===== config.mk =====
export PLATFORM = sky130hd
export DESIGN_NAME = cache_fill_fsm
export DESIGN_NICKNAME = d
export VERILOG_FILES = /design/src/rtl/cache_fill_fsm.sv
export SDC_FILE = /design/constraint.sdc
export NUM_CORES = 1
export LEC_CHECK = 0
export ABC_AREA = 1
export CAP_MARGIN = 20
export CORE_UTILIZATION = 40
export DETAILED_ROUTE_END_ITERATION = 7
export DONT_BUFFER_PORTS = 1
export GPL_TIMING_DRIVEN = 0
export HOLD_SLACK_MARGIN = 0.06
export PLACE_DENSITY_LB_ADDON = 0.2
export SETUP_SLACK_MARGIN = 0.05
export SYNTH_ARGS = -nofsm -noshare
export SYNTH_HDL_FRONTEND = slang
export SYNTH_SLANG_ARGS = --single-unit

===== constraint.sdc =====
create_clock -name clk -period 1.8 [get_ports clk]
set_clock_uncertainty 0.15 [all_clocks]
set_input_delay 0.09 -clock clk [delete_from_list [all_inputs] [get_ports clk]]
set_output_delay 0.09 -clock clk [all_outputs]
set_load 0.01 [all_outputs]

===== src/rtl/cache_fill_fsm.sv =====
// cache_fill_fsm: fetches a missing cache block as pipelined word reads and streams it into the data/tag arrays
module cache_fill_fsm #(
    parameter int WORDS = 8
) (
    input  logic                     clk,
    input  logic                     rst,
    input  logic                     miss_detected,
    input  logic [15:0]              miss_address,
    input  logic                     memory_data_valid,
    input  logic [15:0]              memory_data,
    output logic                     fsm_busy,
    output logic                     mem_en,
    output logic [15:0]              memory_address,
    output logic                     write_data_array,
    output logic [$clog2(WORDS)-1:0] data_word_index,
    output logic [15:0]              fill_data,
    output logic                     write_tag_array,
    output logic                     fill_done
);
    localparam int CW = $clog2(WORDS) + 1;
    localparam logic [CW-1:0] W_CNT = CW'(WORDS);
    localparam logic [CW-1:0] W_LAST = CW'(WORDS - 1);
    localparam logic [15:0] W_MASK = ~16'(2 * WORDS - 1);
    typedef enum logic {IDLE, FILL} state_t;
    state_t r_state, w_state_nx;
    logic [15:0] r_base, w_base_nx;
    logic [CW-1:0] r_req_cnt, w_req_nx, r_rcv_cnt, w_rcv_nx;
    logic w_last;
    always_ff @(posedge clk or posedge rst) begin
        if (rst) begin
            r_state   <= IDLE;
            r_base    <= 16'h0;
            r_req_cnt <= '0;
            r_rcv_cnt <= '0;
        end else begin
            r_state   <= w_state_nx;
            r_base    <= w_base_nx;
            r_req_cnt <= w_req_nx;
            r_rcv_cnt <= w_rcv_nx;
        end
    end
    // Request and receive counters advance independently; memory returns in order.
    always_comb begin
        fsm_busy         = r_state == FILL;
        mem_en           = fsm_busy && r_req_cnt < W_CNT;
        memory_address   = mem_en ? r_base + 16'({r_req_cnt, 1'b0}) : 16'h0;
        write_data_array = fsm_busy && memory_data_valid && r_rcv_cnt < W_CNT;
        data_word_index  = r_rcv_cnt[CW-2:0];
        fill_data        = memory_data;
        w_last           = write_data_array && r_rcv_cnt == W_LAST;
        write_tag_array  = w_last;
        fill_done        = w_last;
        w_req_nx         = r_req_cnt + CW'(mem_en);
        w_rcv_nx         = r_rcv_cnt + CW'(write_data_array);
        w_base_nx        = r_base;
        w_state_nx       = w_last ? IDLE : r_state;
        if (r_state == IDLE && miss_detected) begin
            w_state_nx = FILL;
            w_base_nx  = miss_address & W_MASK;
            w_req_nx   = '0;
            w_rcv_nx   = '0;
        end
    end
endmodule


==> results of run 1 <==
==> cells by family after synthesis <==
family / after synthesis / synth area share [%]
xor gates and xnor gates: 1 / 0.640
DFF: 21 / 38.4
buffers and inverters: 46 / 18.7
other: 1 / 0.274
and+or+nand+nor: 92 / 28.4
AOI/OAI and AO/OA: 22 / 8.04
adders and majority gates: 6 / 5.48
==> timing repair <==
item	4_1_cts	5_1_grt
pin swaps	4	10
endpoints found under the hold margin	36	0
hold buffers	16	0
endpoints found under the setup margin	14	13
gates cloned	1	0
setup buffers	2	1
resized for setup	14	18
==> metrics by stage <==
stage	std cells	utilization, %	setup TNS (ns)	hold slack [ns]
6_report	257	55.0	0	0.123
3_5_place_dp	233	45.2	-0.148	0.0342
2_1_floorplan	189	-	0	-0.0835
3_3_place_gp	233	45.2	-0.0884	0.0271
5_1_grt	257	55.0	-0.275	0.125
4_1_cts	256	53.5	0	0.123
==> report_power, final <==
group	internal, mW	switching (mW)
Combinational	0.0456	0.0319
Sequential	0.472	0
Clock	0.0828	0.147
Total	0.600	0.179
==> registers in the layout, indices dropped and copies added (netlist names) <==
register and flops:
r_base 12, r_rcv_cnt 4, r_req_cnt 4, fsm_busy 1
==> worst paths after layout <==
path / depth (start not counted) / slack (ns) / to
min in group asynchronous: 2 / 0.23 / r_base[11]
worst min register to register: 1 / 0.36 / r_req_cnt[2]
max in group asynchronous: 2 / 0.72 / fsm_busy
worst min-delay path: 1 / 0.12 / fill_data[14]
worst max register to register: 7 / 0.15 / r_req_cnt[1]
worst max-delay path: 7 / 0.03 / memory_address[15]
==> synth_stat cells <==
| cell type | n | share of area, % |
|---|---|---|
| nor2_1 | 24 | 6.6 |
| inv_1 | 21 | 5.8 |
| buf_2 | 4 | 1.5 |
| o21ai_0 | 13 | 4.8 |
| nor3_1 | 3 | 1.1 |
| nand3_1 | 10 | 3.7 |
| nor2_4 | 2 | 1.6 |
| nand2_1 | 48 | 13 |
| nand4_1 | 2 | 0.91 |
| nor2_2 | 1 | 0.46 |
| dfrtp_1 | 21 | 38 |
| nand2_2 | 2 | 0.91 |
| a21oi_1 | 9 | 3.3 |
| ha_1 | 6 | 5.5 |
| conb_1 | 1 | 0.27 |
| xor2_1 | 1 | 0.64 |
| buf_4 | 21 | 12 |
==> critical path, cell delays in order (launching register included) <==
cell,delay (ns)
dfrtp_1,0.40
ha_2,0.22
nand2_2,0.09
nor2_4,0.17
nand3_1,0.11
nand2_1,0.07
inv_1,0.06
nor2_4,0.12
==> routing by layer <==
| layer | routed length (um) | track usage [%] | share of wire (%) | vias to the layer above |
|---|---|---|---|---|
| met5 | 0 | 0 | 0 | - |
| met4 | 18 | 5.84 | 0.53 | 0 |
| met1 | 1410 | 20.9 | 41 | 591 |
| met2 | 1730 | 37.5 | 51 | 61 |
| met3 | 252 | 3.41 | 7.4 | 4 |
| li1 | - | - | - | 614 |
==> area by class of cell <==
class	instances	area, um2	share of cell area (%)
clock buffer	3	22.5	1.30
tap	44	55.1	3.17
sequential	21	527	30.4
clock inverter	1	5.00	0.289
inverter	21	78.8	4.55
multi-input combinational	122	674	38.9
timing repair buffer	20	188	10.8
buffer	25	184	10.6
==> impl_metrics.csv, run 1 <==
group,metric,value,unit
run_status,status,"complete, no violations",
placed_design,placed_cell_area,0.00142,mm2
die,die_y,60.5,um
synth,ys_seq_elements,21,
route,vias_per_cell,4.94,
clock_tree,cts_buffers,3,
global_routing,grt_max_degree,22,
clock_tree,cts.clk_slew.worst_paths,0.12,ns
die,initial_core_util,43.4,%
layout,filler_cell_count,320,
route,drc,0,
placed_design,dpl.hpwl,2.35,mm
route,routed_wl,3.41,mm
route,first_pass_iters,4,
global_routing,antenna_found_initial,0,
hold_path,min-delay-start,"memory_data[14]",
route,antenna_left,0,
die,die_area,0.00366,mm2
worst_setup_path,required,1.56,ns
worst_setup_path,cp_max_fo,6,
clock_tree,clockBufferDepth,2,
clock_tree,clock-sinks,21,
clock_tree,cts-root-buf,"clkbuf_4",
timing,fin_crit_sh,98.4,%
timing,hold_viol,0,
placed_design,portBuffers,0,
clock_tree,cts_tree,"done",
die,row_count,20,
power,p_per_area,449,mW/mm2
synth,synthCells,189,
die,core,0.00315,mm2
power,ir_drop,0.271,mV
timing,setup_violations,0,
route,vias,1270,
die,pin_count,76,
placed_design,pre_cts_ws,-0.0641,ns
timing,rsz0062_at_grt,"yes",
synth,synth.distinct_cells,17,
timing,relSlewSlack,45.6,%
die,die_x,60.5,um
clock_tree,htree_levels,1,
power,p_leak,0.856,nW
synth,synth_seq_area_share,38.4,%
worst_setup_path,crit_type,"reg -> out",
synth,synth_area_per_cell,7.24,um2
hold_path,hold_path_class,"in -> out",
worst_setup_path,cp-end-kind,"output pin",
route,drtIter0Drc,62,
worst_setup_path,timing.critical_path.from,"r_req_cnt[3]",
layout,diodes,0,
worst_setup_path,startpoint_type,"register",
timing,min_period,1.77,ns
layout,nets,256,
global_routing,grtUsageTotal,19.2,%
global_routing,grt_pass1_vias,1247,
synth,yosys_warnings,0,
synth,synthesis.area,0.00137,mm2
power,fin_total_pwr,0.779,mW
layout,mostFrequentLayoutCells,"nand2_1, buf_4, dfrtp_1",
worst_setup_path,worstPathArrival,1.53,ns
timing,tightest_slew,0.815,ns
layout,stdcell_area,0.00173,mm2
placed_design,place_congestion,0.871,
timing,slew_violations,0,
synth,syn-num-nets,231,
layout,final_common_cell,"nand2_1",
global_routing,grt_pass1_wl,5.18,mm
global_routing,grt_overflow,0,
worst_setup_path,rr_startpoint,"r_req_cnt[3]",
timing,fin_ws,0.0296,ns
job,drv_cap,0,
clock_tree,clk-insertion-delay-late,0.30,ns
timing,max_freq,565,MHz
layout,syn_to_final_growth,26.7,%
layout,drive_gt1_share,27.7,%
route,post_drt_wl_per_cell,13.3,um
Power figures use the tool's default switching activity.
==> run 2: changes to the inputs <==
ABC_AREA = default   (was 1)
==> impl_metrics.csv, run 2 <==
group,metric,value,unit
synth,ys.flop_type,"dfrtp_1",
synth,synthSimpleGateAreaFrac,18.5,%
synth,synth_top_family_by_area,"simple AND/OR/NAND/NOR gates",
placed_design,dpl.hpwl,1.81,mm
synth,synthCells,133,
worst_setup_path,timing.critical_path.from,"r_req_cnt[3]",
timing,hold_viol,0,
global_routing,grt_pass1_wl,4.45,mm
worst_setup_path,startpoint_type,"register",
worst_setup_path,path_cells,"ha_4 -> nand4_4 -> or4_4 -> a21oi_4",
timing,hold_ws,0.123,ns
timing,fin_ws,-0.218,ns
route,vias_per_cell,5.11,
synth,syn-num-nets,175,
clock_tree,cts_buffers,3,
power,fin_total_pwr,2.87,mW
timing,min_period,2.02,ns
synth,synth_fa_ha_area_share,5.74,%
run_status,status,"complete, but fails checks",
timing,setup_violations,7,
die,die_x,59.2,um
synth,synth_seq_area_share,40.2,%
layout,diodes,0,
die,die_area,0.00350,mm2
synth,synthMuxAreaShare,8.60,%
placed_design,portBuffers,0,
route,drc,0,
global_routing,grtUsageTotal,16.8,%
job,drv_cap,0,
worst_setup_path,path_buf_inv,0,
die,die_y,59.2,um
layout,final_common_cell,"buf_4",
route,post_drt_wl_per_cell,13.8,um
timing,max_freq,496,MHz
synth,synth_xor_xnor_area_share,5.35,%
synth,ys_top_cells_by_area,"dfrtp_1, buf_4, mux2_2",
clock_tree,cts.clk_slew.worst_paths,0.12,ns
route,drtIter0Drc,17,
die,core,0.00308,mm2
placed_design,pre_cts_ws,-0.149,ns
timing,tightest_slew,0.837,ns
worst_setup_path,cp-end-kind,"output pin",
worst_setup_path,rr_startpoint,"r_req_cnt[3]",
synth,synthArstFlopShare,100,%
clock_tree,clk-insertion-delay-late,0.30,ns
global_routing,antenna_found_initial,0,
run_status,violations,"setup timing",
global_routing,grt_pass1_vias,968,
synth,synth_area_per_cell,9.84,um2
clock_tree,cts_tree,"done",
clock_tree,htree_levels,1,
layout,syn_to_final_growth,41.4,%
synth,synth_top_area_share,40.2,%
synth,synth_edf_count,0,
worst_setup_path,crit_type,"reg -> out",
timing,fin_crit_sh,112,%
worst_setup_path,max_stage_delay,0.53,ns
layout,largest_reg_flops,12,
clock_tree,clockBufferDepth,2,
layout,mostFrequentLayoutCells,"buf_4, dfrtp_1, dlygate4sd3_1",
power,p_per_area,1550,mW/mm2
worst_setup_path,required,1.56,ns
synth,yosys.area.top_type,"dfrtp_1",
hold_path,hold_path_class,"in -> out",
timing,relSlewSlack,44.2,%
synth,synthesis.area,0.00131,mm2
placed_design,place_congestion,0.668,
worst_setup_path,cpMaxStageDelayCell,"or4_4",
route,antenna_left,0,
synth,synth.distinct_cells,26,
route,first_pass_iters,4,
clock_tree,clock-sinks,21,
route,routed_wl,2.80,mm
clock_tree,cts-root-buf,"clkbuf_4",
layout,drive_gt1_share,47.2,%
synth,ys_seq_elements,21,
route,vias,1038,
timing,rsz0062_at_grt,"yes",
timing,slew_violations,0,
worst_setup_path,worstPathArrival,1.78,ns
synth,yosys_warnings,0,
die,row_count,20,
layout,nets,202,
hold_path,min-delay-start,"memory_data[15]",
synth,synth-compound-area-share,7.27,%
worst_setup_path,cp_max_fo,6,
die,pin_count,76,
worst_setup_path,path_delay_family,"simple AND/OR/NAND/NOR gates",
layout,regMostFlops,"r_base",
global_routing,grt_max_degree,22,
global_routing,grt_overflow,0,
synth,yosys-top-cells-count,"buf_4, dfrtp_1, mux2_2, nor2_1",
die,initial_core_util,42.5,%
power,ir_drop,1.06,mV
power,p_leak,0.745,nW
layout,top_regs,"r_base (12), r_rcv_cnt (4), r_req_cnt (4)",
-- run 2: cell types whose count changed in the layout (fill, tap and decap cells not counted), moves of 6 or more --
cell	before	now
nand2_1	46	6
nor2_4	6	0
a21oi_1	7	0
inv_1	18	3
o21ai_0	11	4
mux2_2	0	10
a21oi_4	0	6
nor2_1	18	8
-- run 2: kinds of logic (layout without fill, tap and decap cells) --
group	after synthesis	after routing
flops	21	21
other cells	1	1
simple gates	43	43
xor+xnor	8	8
compound gates	16	16
mux	10	10
fa+ha+maj	6	6
buf+inv	28	54
-- run 2: layout make-up --
class	count	area, um2
multi-input combinational	84	806
buffer	24	184
clock buffer	4	26.3
fill	257	1230
sequential	21	529
inverter	4	27.5
timing repair buffer	22	223
tap	44	55.1
-- run 2: worst paths after layout --
path	end	slack (ns)	cells after the start
worst min-delay path	fill_data[15]	0.12	1
worst max-delay path	memory_address[12]	-0.22	4
worst max register to register	r_req_cnt[1]	0.08	7
min in group asynchronous	r_base[7]	0.23	2
max in group asynchronous	fsm_busy	0.69	2
worst min register to register	r_base[15]	0.40	1
-- run 2: stage by stage --
stage | setup TNS [ns] | area [um2] | std cells | util, %
CTS | -0.920 | 1750 | 202 | 56.9
finish | -1.11 | 1850 | 203 | 60.1
detailed placement | -0.641 | 1370 | 177 | 44.4
floorplan | 0 | 1310 | 133 | -
global route | -1.64 | 1850 | 203 | 60.1
global placement | -0.391 | 1370 | 177 | 44.4
-- run 2: repair_timing --
item / in CTS / in global routing
pin swaps: 9 / 4
resized for setup: 32 / 19
endpoints found under the hold margin: 34 / 0
buffers inserted: 6 / 1
hold buffers: 15 / 0
setup endpoints to repair: 17 / 26
-- run 2: where the power goes --
part / internal [mW] / switching (mW) / total, mW
Combinational: 0.806 / 0.773 / 1.58
Sequential: 0.712 / 0.350 / 1.06
Clock: 0.0862 / 0.142 / 0.229
-- run 2: metal layers --
| metal | wire [um] | track usage, % | vias up |
|---|---|---|---|
| met5 | 0 | 0 | - |
| met1 | 1160 | 20.8 | 504 |
| met4 | 19 | 5.10 | 0 |
| met2 | 1440 | 29.5 | 45 |
| met3 | 170 | 2.84 | 2 |
| li1 | - | - | 487 |
==> run 3: changes to the inputs <==
PLACE_DENSITY = 0.52   (was default)
PLACE_DENSITY_LB_ADDON = default   (was 0.2)
==> impl_metrics.csv, run 3 (synthesis gave the netlist of run 2 again) <==
group,metric,value,unit
timing,fin_ws,-0.194,ns
global_routing,grt_pass1_vias,940,
hold_path,hold_path_end,"fill_data[2]",
run_status,violations,"setup timing",
timing,hold_ws,0.123,ns
worst_setup_path,required,1.56,ns
worst_setup_path,cp.depth,4,
layout,post-route-util,60.0,%
timing,setup_tns,-0.960,ns
worst_setup_path,path_cells,"ha_4 -> nand4_4 -> or4_4 -> a21oi_4",
hold_path,hold_path_class,"in -> out",
placed_design,dp_cells,177,
route,drc,0,
layout,regMostFlops,"r_base",
worst_setup_path,cpMaxStageDelayCell,"or4_4",
hold_path,min-delay-start,"memory_data[2]",
timing,hold_viol,0,
placed_design,place_congestion,0.809,
route,first_pass_iters,3,
layout,stdcell_area,0.00185,mm2
global_routing,grt_pass1_wl,4.33,mm
timing,min_period,1.99,ns
run_status,status,"complete, but fails checks",
worst_setup_path,rrSetupSlack,0.15,ns
timing,relSlewSlack,45.7,%
route,antenna_left,0,
global_routing,grt_overflow,0,
global_routing,antenna_found_initial,0,
clock_tree,clk-insertion-delay-late,0.30,ns
clock_tree,htree_levels,1,
worst_setup_path,crit_type,"reg -> out",
route,vias_per_cell,4.97,
worst_setup_path,path_delay_family,"simple AND/OR/NAND/NOR gates",
placed_design,portBuffers,0,
worst_setup_path,cp_max_fo,5,
placed_design,placed_cell_area,0.00137,mm2
timing,fin_crit_sh,111,%
power,swShare,44.1,%
layout,filler_cell_count,269,
layout,instances_no_fill,208,
global_routing,grt_max_degree,22,
route,post_drt_wl_per_cell,14.2,um
global_routing,top_usage_layer,"met2",
global_routing,use_met2,28.4,%
power,ir_drop,0.932,mV
placed_design,dpl.hpwl,1.93,mm
die,die_area,0.00350,mm2
power,pwr-share-comb,54.6,%
timing,setup_violations,7,
placed_design,pre_cts_ws,-0.143,ns
layout,nets,207,
clock_tree,cts.clk_slew.worst_paths,0.12,ns
die,die_x,59.2,um
worst_setup_path,worstPathArrival,1.75,ns
route,vias,1034,
power,clockPowerShare,8.1,%
worst_setup_path,reg2regPathDepth,6,
die,die_y,59.2,um
job,drv_cap,0,
power,p_seq_share,37.2,%
global_routing,grtUsageTotal,16.6,%
clock_tree,cts_tree,"done",
clock_tree,clock-sinks,21,
worst_setup_path,startpoint_type,"register",
clock_tree,cts-root-buf,"clkbuf_4",
timing,slew_violations,0,
die,initial_core_util,42.5,%
timing,max_freq,502,MHz
layout,largest_reg_flops,12,
global_routing,globalRouteMet1Util,21.5,%
worst_setup_path,r2r_end,"r_req_cnt[1]",
timing,tightest_slew,0.814,ns
power,fin_total_pwr,2.84,mW
global_routing,grt_use_met3,2.40,%
worst_setup_path,max_stage_delay,0.53,ns
die,row_count,20,
clock_tree,cts_buffers,3,
layout,mostFrequentLayoutCells,"buf_4, dfrtp_1, dlygate4sd3_1",
route,routed_wl,2.95,mm
timing,rsz0062_at_grt,"yes",
route,drtIter0Drc,25,
power,p_leak,0.762,nW
layout,final_common_cell,"buf_4",
power,p_per_area,1540,mW/mm2
worst_setup_path,path_buf_inv,0,
hold_path,worstHoldPathCells,1,
layout,diodes,0,
layout,drive_gt1_share,48.2,%
die,pin_count,76,
worst_setup_path,rr_startpoint,"r_req_cnt[3]",
die,core,0.00308,mm2
power,p_int,1.59,mW
power,switching_power,1.25,mW
clock_tree,clockBufferDepth,2,
worst_setup_path,cp-end-kind,"output pin",
layout,syn_to_final_growth,41.0,%
layout,top_regs,"r_base (12), r_rcv_cnt (4), r_req_cnt (4)",
-- run 3: power by group through the flow --
stage	clock network (mW)	registers (mW)	logic (mW)
global placement	0	0.972	1.05
detailed placement	0	0.983	1.07
floorplan	0	0.919	0.930
finish	0.231	1.06	1.55
CTS	0.235	1.03	1.30
global route	0.250	1.11	1.70
-- run 3: how the worst max path moves through the flow --
stage / from / endpoint / slack, ns
finish: r_req_cnt[3] / memory_address[12] / -0.19
global route: r_req_cnt[3] / memory_address[12] / -0.25
CTS: r_req_cnt[3] / memory_address[14] / -0.24
detailed placement: r_req_cnt[3] / r_req_cnt[1] / -0.14
global placement: r_req_cnt[3] / r_req_cnt[1] / -0.12
floorplan: r_req_cnt[3] / r_req_cnt[1] / 0.07
-- run 3: area by class of cell --
cell class | count | area (um2) | share of cell area, %
inverters | 4 | 17.5 | 0.949
plain buffers | 24 | 184 | 9.97
flip-flops and latches | 21 | 529 | 28.7
well taps | 44 | 55.1 | 2.98
clock buffers | 3 | 22.5 | 1.22
clock inverters | 1 | 5.00 | 0.271
multi-input cells | 84 | 788 | 42.7
repair buffers | 27 | 244 | 13.2
-- run 3: timing repair --
action                                 in CTS  in global routing
buffers inserted                            4                  8
hold buffers                               15                  0
gates resized for setup                    24                 21
endpoints found under the hold margin      34                  0
cloned                                      0                  0
setup endpoints to repair                  17                 24
pin swaps                                   6                  7
-- run 3: metal layers --
| metal | vias to the layer above | part of all wire (%) |
|---|---|---|
| met4 | 0 | 1.2 |
| met3 | 4 | 6.2 |
| met5 | - | 0 |
| met1 | 484 | 40 |
| met2 | 52 | 53 |
| li1 | 494 | - |
